===== src/rtl/spi_cmd_sequencer_if.sv =====
// spi_cmd_sequencer_if: SPI command/data, transmit, image memory and processing-core signals
interface spi_cmd_sequencer_if #(
    parameter int ADDR_W = 14
);
    logic [7:0]        cmd_in;
    logic              cmd_valid;
    logic [7:0]        data_in;
    logic              data_valid;
    logic [7:0]        tx_data;
    logic              tx_valid;
    logic              tx_free;
    logic [ADDR_W-1:0] mem_addr;
    logic [7:0]        mem_wdata;
    logic              mem_we;
    logic [7:0]        mem_rdata;
    logic              proc_start;
    logic              proc_done;
    logic              proc_mem_sel;
    logic              busy;
    logic              cmd_err;

    modport slave (
        input  cmd_in, cmd_valid, data_in, data_valid, tx_free, mem_rdata, proc_done,
        output tx_data, tx_valid, mem_addr, mem_wdata, mem_we, proc_start, proc_mem_sel, busy, cmd_err
    );

    modport master (
        output cmd_in, cmd_valid, data_in, data_valid, tx_free, mem_rdata, proc_done,
        input  tx_data, tx_valid, mem_addr, mem_wdata, mem_we, proc_start, proc_mem_sel, busy, cmd_err
    );
endinterface


===== src/rtl/spi_cmd_sequencer.sv =====
// spi_cmd_sequencer: decodes SPI commands, streams bytes to/from image memory, hands memory to the processing core
module spi_cmd_sequencer #(
    parameter int ADDR_W   = 14,
    parameter int IMG_SIZE = 16384
) (
    input logic               clk,
    input logic               reset,
    spi_cmd_sequencer_if.slave bus
);
    typedef enum logic [2:0] {
        S_IDLE, S_WRITE, S_READ_ISSUE, S_READ_WAIT, S_READ_PUSH, S_PROC_START, S_PROC_WAIT
    } state_t;

    localparam logic [ADDR_W-1:0] LAST    = ADDR_W'(IMG_SIZE - 1);
    localparam logic [7:0]        CMD_NOP = 8'h00;
    localparam logic [7:0]        CMD_RST = 8'h01;
    localparam logic [7:0]        CMD_WR  = 8'h02;
    localparam logic [7:0]        CMD_RD  = 8'h03;
    localparam logic [7:0]        CMD_PRC = 8'h04;

    state_t            state_q, state_d;
    logic [ADDR_W-1:0] wr_addr_q, wr_addr_d;
    logic [ADDR_W-1:0] rd_addr_q, rd_addr_d;
    logic [ADDR_W-1:0] mem_addr_q, mem_addr_d;
    logic [7:0]        tx_data_q, tx_data_d;
    logic [7:0]        mem_wdata_q, mem_wdata_d;
    logic              tx_valid_q, tx_valid_d;
    logic              mem_we_q, mem_we_d;
    logic              proc_start_q, proc_start_d;
    logic              proc_mem_sel_q, proc_mem_sel_d;
    logic              busy_q, busy_d;
    logic              cmd_err_q, cmd_err_d;
    logic              decode;

    // Next state, pointers and registered outputs; commands are decoded only in IDLE/WRITE and win over data
    always_comb begin
        state_d     = state_q;
        wr_addr_d   = wr_addr_q;
        rd_addr_d   = rd_addr_q;
        tx_data_d   = tx_data_q;
        mem_wdata_d = mem_wdata_q;
        cmd_err_d   = cmd_err_q;
        mem_we_d    = 1'b0;
        decode      = bus.cmd_valid && (state_q == S_IDLE || state_q == S_WRITE);
        if (bus.cmd_valid && !decode)
            cmd_err_d = 1'b1;
        if (decode) begin
            case (bus.cmd_in)
                CMD_NOP: state_d = S_IDLE;
                CMD_RST: begin
                    state_d   = S_IDLE;
                    wr_addr_d = '0;
                    rd_addr_d = '0;
                    cmd_err_d = 1'b0;
                end
                CMD_WR:  state_d = S_WRITE;
                CMD_RD:  state_d = S_READ_ISSUE;
                CMD_PRC: state_d = S_PROC_START;
                default: cmd_err_d = 1'b1;
            endcase
        end else begin
            case (state_q)
                S_WRITE: if (bus.data_valid) begin
                    mem_we_d    = 1'b1;
                    mem_wdata_d = bus.data_in;
                    wr_addr_d   = (wr_addr_q == LAST) ? '0 : wr_addr_q + ADDR_W'(1);
                    state_d     = (wr_addr_q == LAST) ? S_IDLE : S_WRITE;
                end
                S_READ_ISSUE: state_d = bus.tx_free ? S_READ_WAIT : S_READ_ISSUE;
                S_READ_WAIT: begin
                    tx_data_d = bus.mem_rdata;
                    state_d   = S_READ_PUSH;
                end
                S_READ_PUSH: begin
                    rd_addr_d = (rd_addr_q == LAST) ? '0 : rd_addr_q + ADDR_W'(1);
                    state_d   = (rd_addr_q == LAST) ? S_IDLE : S_READ_ISSUE;
                end
                S_PROC_START: state_d = S_PROC_WAIT;
                S_PROC_WAIT:  state_d = bus.proc_done ? S_IDLE : S_PROC_WAIT;
                default: ;
            endcase
        end
        mem_addr_d     = mem_we_d ? wr_addr_q : (state_d == S_WRITE ? wr_addr_d : rd_addr_d);
        tx_valid_d     = state_d == S_READ_PUSH;
        proc_start_d   = state_q == S_PROC_START;
        proc_mem_sel_d = state_d == S_PROC_WAIT;
        busy_d         = state_d != S_IDLE;
    end

    // State and output registers with synchronous reset
    always_ff @(posedge clk) begin
        if (reset) begin
            state_q        <= S_IDLE;
            wr_addr_q      <= '0;
            rd_addr_q      <= '0;
            mem_addr_q     <= '0;
            tx_data_q      <= '0;
            mem_wdata_q    <= '0;
            tx_valid_q     <= 1'b0;
            mem_we_q       <= 1'b0;
            proc_start_q   <= 1'b0;
            proc_mem_sel_q <= 1'b0;
            busy_q         <= 1'b0;
            cmd_err_q      <= 1'b0;
        end else begin
            state_q        <= state_d;
            wr_addr_q      <= wr_addr_d;
            rd_addr_q      <= rd_addr_d;
            mem_addr_q     <= mem_addr_d;
            tx_data_q      <= tx_data_d;
            mem_wdata_q    <= mem_wdata_d;
            tx_valid_q     <= tx_valid_d;
            mem_we_q       <= mem_we_d;
            proc_start_q   <= proc_start_d;
            proc_mem_sel_q <= proc_mem_sel_d;
            busy_q         <= busy_d;
            cmd_err_q      <= cmd_err_d;
        end
    end

    assign bus.tx_data      = tx_data_q;
    assign bus.tx_valid     = tx_valid_q;
    assign bus.mem_addr     = mem_addr_q;
    assign bus.mem_wdata    = mem_wdata_q;
    assign bus.mem_we       = mem_we_q;
    assign bus.proc_start   = proc_start_q;
    assign bus.proc_mem_sel = proc_mem_sel_q;
    assign bus.busy         = busy_q;
    assign bus.cmd_err      = cmd_err_q;
endmodule

===== src/flat_wrapper.sv =====
// flat-port wrapper written by rule: the top's interface ports become plain ports
module spi_cmd_sequencer_flat 
#(
    parameter int ADDR_W   = 14,
    parameter int IMG_SIZE = 16384
)
  (clk, reset, bus_cmd_in, bus_cmd_valid, bus_data_in, bus_data_valid, bus_tx_free, bus_mem_rdata, bus_proc_done, bus_tx_data, bus_tx_valid, bus_mem_addr, bus_mem_wdata, bus_mem_we, bus_proc_start, bus_proc_mem_sel, bus_busy, bus_cmd_err);
  spi_cmd_sequencer_if #(.ADDR_W(ADDR_W)) bus_i ();
  input logic clk;
  input logic reset;
  input wire logic [$bits(bus_i.cmd_in)-1:0] bus_cmd_in;
  input wire logic [$bits(bus_i.cmd_valid)-1:0] bus_cmd_valid;
  input wire logic [$bits(bus_i.data_in)-1:0] bus_data_in;
  input wire logic [$bits(bus_i.data_valid)-1:0] bus_data_valid;
  input wire logic [$bits(bus_i.tx_free)-1:0] bus_tx_free;
  input wire logic [$bits(bus_i.mem_rdata)-1:0] bus_mem_rdata;
  input wire logic [$bits(bus_i.proc_done)-1:0] bus_proc_done;
  output wire logic [$bits(bus_i.tx_data)-1:0] bus_tx_data;
  output wire logic [$bits(bus_i.tx_valid)-1:0] bus_tx_valid;
  output wire logic [$bits(bus_i.mem_addr)-1:0] bus_mem_addr;
  output wire logic [$bits(bus_i.mem_wdata)-1:0] bus_mem_wdata;
  output wire logic [$bits(bus_i.mem_we)-1:0] bus_mem_we;
  output wire logic [$bits(bus_i.proc_start)-1:0] bus_proc_start;
  output wire logic [$bits(bus_i.proc_mem_sel)-1:0] bus_proc_mem_sel;
  output wire logic [$bits(bus_i.busy)-1:0] bus_busy;
  output wire logic [$bits(bus_i.cmd_err)-1:0] bus_cmd_err;
  assign bus_i.cmd_in = bus_cmd_in;
  assign bus_i.cmd_valid = bus_cmd_valid;
  assign bus_i.data_in = bus_data_in;
  assign bus_i.data_valid = bus_data_valid;
  assign bus_i.tx_free = bus_tx_free;
  assign bus_i.mem_rdata = bus_mem_rdata;
  assign bus_i.proc_done = bus_proc_done;
  assign bus_tx_data = bus_i.tx_data;
  assign bus_tx_valid = bus_i.tx_valid;
  assign bus_mem_addr = bus_i.mem_addr;
  assign bus_mem_wdata = bus_i.mem_wdata;
  assign bus_mem_we = bus_i.mem_we;
  assign bus_proc_start = bus_i.proc_start;
  assign bus_proc_mem_sel = bus_i.proc_mem_sel;
  assign bus_busy = bus_i.busy;
  assign bus_cmd_err = bus_i.cmd_err;
  spi_cmd_sequencer #(.ADDR_W(ADDR_W), .IMG_SIZE(IMG_SIZE)) u_core (.clk(clk), .reset(reset), .bus(bus_i));
endmodule

===== config.mk =====
export PLATFORM = sky130hd
export DESIGN_NAME = spi_cmd_sequencer_flat
export DESIGN_NICKNAME = d
export VERILOG_FILES = /design/src/rtl/spi_cmd_sequencer_if.sv /design/src/rtl/spi_cmd_sequencer.sv /design/src/flat_wrapper.sv
export SDC_FILE = /design/constraint.sdc
export NUM_CORES = 1
export LEC_CHECK = 0
export ABC_CLOCK_PERIOD_IN_PS = 3200
export CORE_UTILIZATION = 58
export CTS_BUF_LIST = sky130_fd_sc_hd__clkbuf_8
export CTS_CLUSTER_SIZE = 30
export DETAILED_ROUTE_END_ITERATION = 10
export HOLD_SLACK_MARGIN = 0.03
export PLACE_DENSITY_LB_ADDON = 0.1
export SLEW_MARGIN = 30
export SYNTH_ARGS = -nofsm -noshare
export SYNTH_HDL_FRONTEND = slang
export SYNTH_SLANG_ARGS = --single-unit

===== constraint.sdc =====
create_clock -name clk -period 3.2 [get_ports clk]
set_input_delay 0.64 -clock clk [delete_from_list [all_inputs] [get_ports clk]]
set_output_delay 0.64 -clock clk [all_outputs]
set_load 0.03 [all_outputs]

==> out/metrics.yaml <==
critPathLaunch: "bus_cmd_in[2]"
worstMarginPinSlew_ps: 631.8
clock_latency_ps: 340
synth_edf_count: 0
final_cell_mix: "dfxtp_1, clkdlybuf4s50_1, nand2_1"
crit_path_end_kind: "flip-flop"
worstSetupStartpointType: "input pin"
htreeDepth: 3
clockRootBuffer: "clkbuf_8"
r2r-start: "u_core.wr_addr_q[0]"
final_common_cell: "dfxtp_1"
rsz0062_at_grt: "no"
max_freq_ghz: 0.3634
cts_buffers: 9
wl_mm: 9.330
finalNetCount: 491
syn_inst: 396
hpwl_mm: 6.724
synth_mux_area_share_pct: 4.196
syn_to_final_growth_pct: 27.14
synth-seq-cells: 67
grt_first_pass_wirelength_mm: 15.42
die_w_um: 78.22
gp_congestion: 0.8978
first_pass_iters: 6
nFillCells: 424
power.density_mw_per_mm2: 377.3
numPortBuffers: 65
drive_gt1_share_pct: 9.719
async_flop_share_pct: 0
synth-main-ff-cell: "dfxtp_1"
synth_fa_ha_area_share_pct: 0.7427
antenna_found_initial: 0
drv_slew: 0
cts_tree: "built"
min_period_over_period_pct: 86.00
num_io_pins: 66
critical_path_class: "in -> reg"
register_area_mm2: 0.001341
peakVddDrop_v: 0.0002564
relSlewSlack_pct: 57.78
cts_buffer_depth: 2
status: "complete, no violations"
synth_simple_gate_area_share_pct: 31.19
postRouteAntennaNets: 0
multi_input_area_mm2: 0.001911
die_h_um: 78.22
netlist_area_mm2: 0.003369
period_needed_ps: 2752
wire_per_inst_um: 17.44
avgViaCountPerCell: 6.318
yosys.cell_types.count: 62
diodes: 0
track_usage_pct: 32.15
yosysWarningCount: 0
dp_cells: 520
placed_area_mm2: 0.004091
crit_path_max_fanout: 14
worstPathArrival_ps: 2950
start_util_pct: 60.82
route.met3.wl_um: 768
holdWs_ps: 457.9
ys_seq_area_share_pct: 39.81
rows: 27
synth-compound-area-share_pct: 19.75
min_path_type: "reg -> reg"
cts.sinks: 67
vias: 3380
drc_errors: 0
cp.required_ps: 3400
syn-num-nets: 428
hold_violations: 0
fin_tns_setup_ps: 0
setup-violations-final: 0
die_area_mm2: 0.006118
fin_area_mm2: 0.004284
drt-met1-wl_mm: 3.950
min_from: "u_core.bus.mem_wdata[3]"
drt_iter0_drc: 509
postSynthAreaPerCell_um2: 8.509
core_area_mm2: 0.005540
routed-wl-met2_mm: 4.476
grt_pass1_vias: 3210
cap_violations: 0
post_cts_buffers: 0
synth_top_family_by_area: "simple AND/OR/NAND/NOR gates"
cts-resized-gates: 0
path_clk_slew_ps: 70
hold_buffers: 0
grt_max_degree: 52
topRoutingLayerUsed: "met4"
clock_skew_ps: 6.977
grt.overflow.total: 0
leakage_nw: 1.468
synth_xor_area_share_pct: 0.5199
final_cells: 535
==> per-stage QoR <==
stage / setup slack (ps) / power [mW] / util (%)
6_report: 447.9 / 1.616 / 77.33
5_1_grt: 322.1 / 1.670 / 77.33
3_5_place_dp: -48.77 / 0.9722 / 73.85
2_1_floorplan: 826.7 / 0.9090 / -
3_3_place_gp: 26.44 / 0.9690 / 73.85
4_1_cts: 302.6 / 1.621 / 77.15
==> logic make-up (layout without fill, tap and decap cells) <==
kind of cell    after synthesis  in the layout
mux                          14             14
buf+inv                      28             95
fa+ha+maj                     2              2
flops                        67             67
xor+xnor                      2              2
compound gates               94             94
simple gates                189            189
==> registers in the layout, indices dropped and copies added (netlist names) <==
signal,count
u_core.bus.proc_start,1
u_core.bus.tx_valid,1
u_core.bus.proc_mem_sel,1
u_core.bus.mem_wdata,8
u_core.bus.cmd_err,1
u_core.wr_addr_q,14
u_core.bus.mem_addr,14
u_core.bus.mem_we,1
u_core.state_q,3
u_core.bus.tx_data,8
u_core.bus.busy,1
u_core.rd_addr_q,14
==> cell usage after synthesis (all sizes together), types with 3 or more instances <==
| cell type | instances | area share [%] |
|---|---|---|
| a21oi | 23 | 3.5 |
| nand3 | 16 | 2.4 |
| a21o | 4 | 0.89 |
| mux2i | 13 | 3.9 |
| nand3b | 4 | 0.89 |
| o31ai | 3 | 0.67 |
| or4 | 7 | 1.7 |
| and3 | 6 | 1.3 |
| and4 | 6 | 1.6 |
| nor2b | 13 | 2.4 |
| o211ai | 5 | 1.1 |
| a31oi | 5 | 0.93 |
| a311oi | 5 | 1.3 |
| inv | 3 | 0.33 |
| nor3 | 13 | 1.9 |
| buf | 8 | 1.6 |
| dfxtp | 67 | 40 |
| nor4 | 12 | 2.8 |
| clkbuf | 17 | 1.9 |
| nor2 | 37 | 4.1 |
| nand2b | 5 | 0.93 |
| a211oi | 3 | 1.0 |
| nand4 | 8 | 1.5 |
| o311ai | 7 | 2.0 |
| nand2 | 44 | 4.9 |
| o21ai | 24 | 3.7 |
| nor3b | 5 | 1.3 |
==> power breakdown <==
group | internal [mW] | switching (mW)
registers | 0.836 | 0.00201
logic | 0.0572 | 0.0606
clock network | 0.349 | 0.311
total | 1.24 | 0.374
==> layout make-up <==
class / count / area share (%)
clock buffers: 9 / 2.891
clock inverters: 6 / 1.373
inverters: 3 / 0.2629
multi-input cells: 301 / 44.60
flip-flops and latches: 67 / 31.31
well taps: 72 / 2.103
repair buffers: 77 / 17.46
==> critical path, stage by stage <==
cell and delay [ps]:
clkdlybuf4s50_1 440, buf_4 160, nor4_1 480, a21o_1 520, o311ai_0 260, o21a_1 180
a31oi_1 170, o31ai_1 90
==> metal layers <==
metal / up-vias / track usage (%)
met4: 0 / 14.07
met5: - / 0
met2: 164 / 52.02
met3: 15 / 6.163
li1: 1606 / -
met1: 1595 / 41.65
==> final timing paths <==
kind / slack, ps / to / depth (start not counted)
setup reg to reg: 540 / u_core.bus.mem_addr[1] / 7
hold / removal: 460 / u_core.bus.mem_wdata[3] / 2
hold reg to reg: 460 / u_core.bus.mem_wdata[3] / 2
setup / recovery: 450 / u_core.bus.mem_addr[9] / 8
No activity file was read; power rests on OpenSTA's default activity.
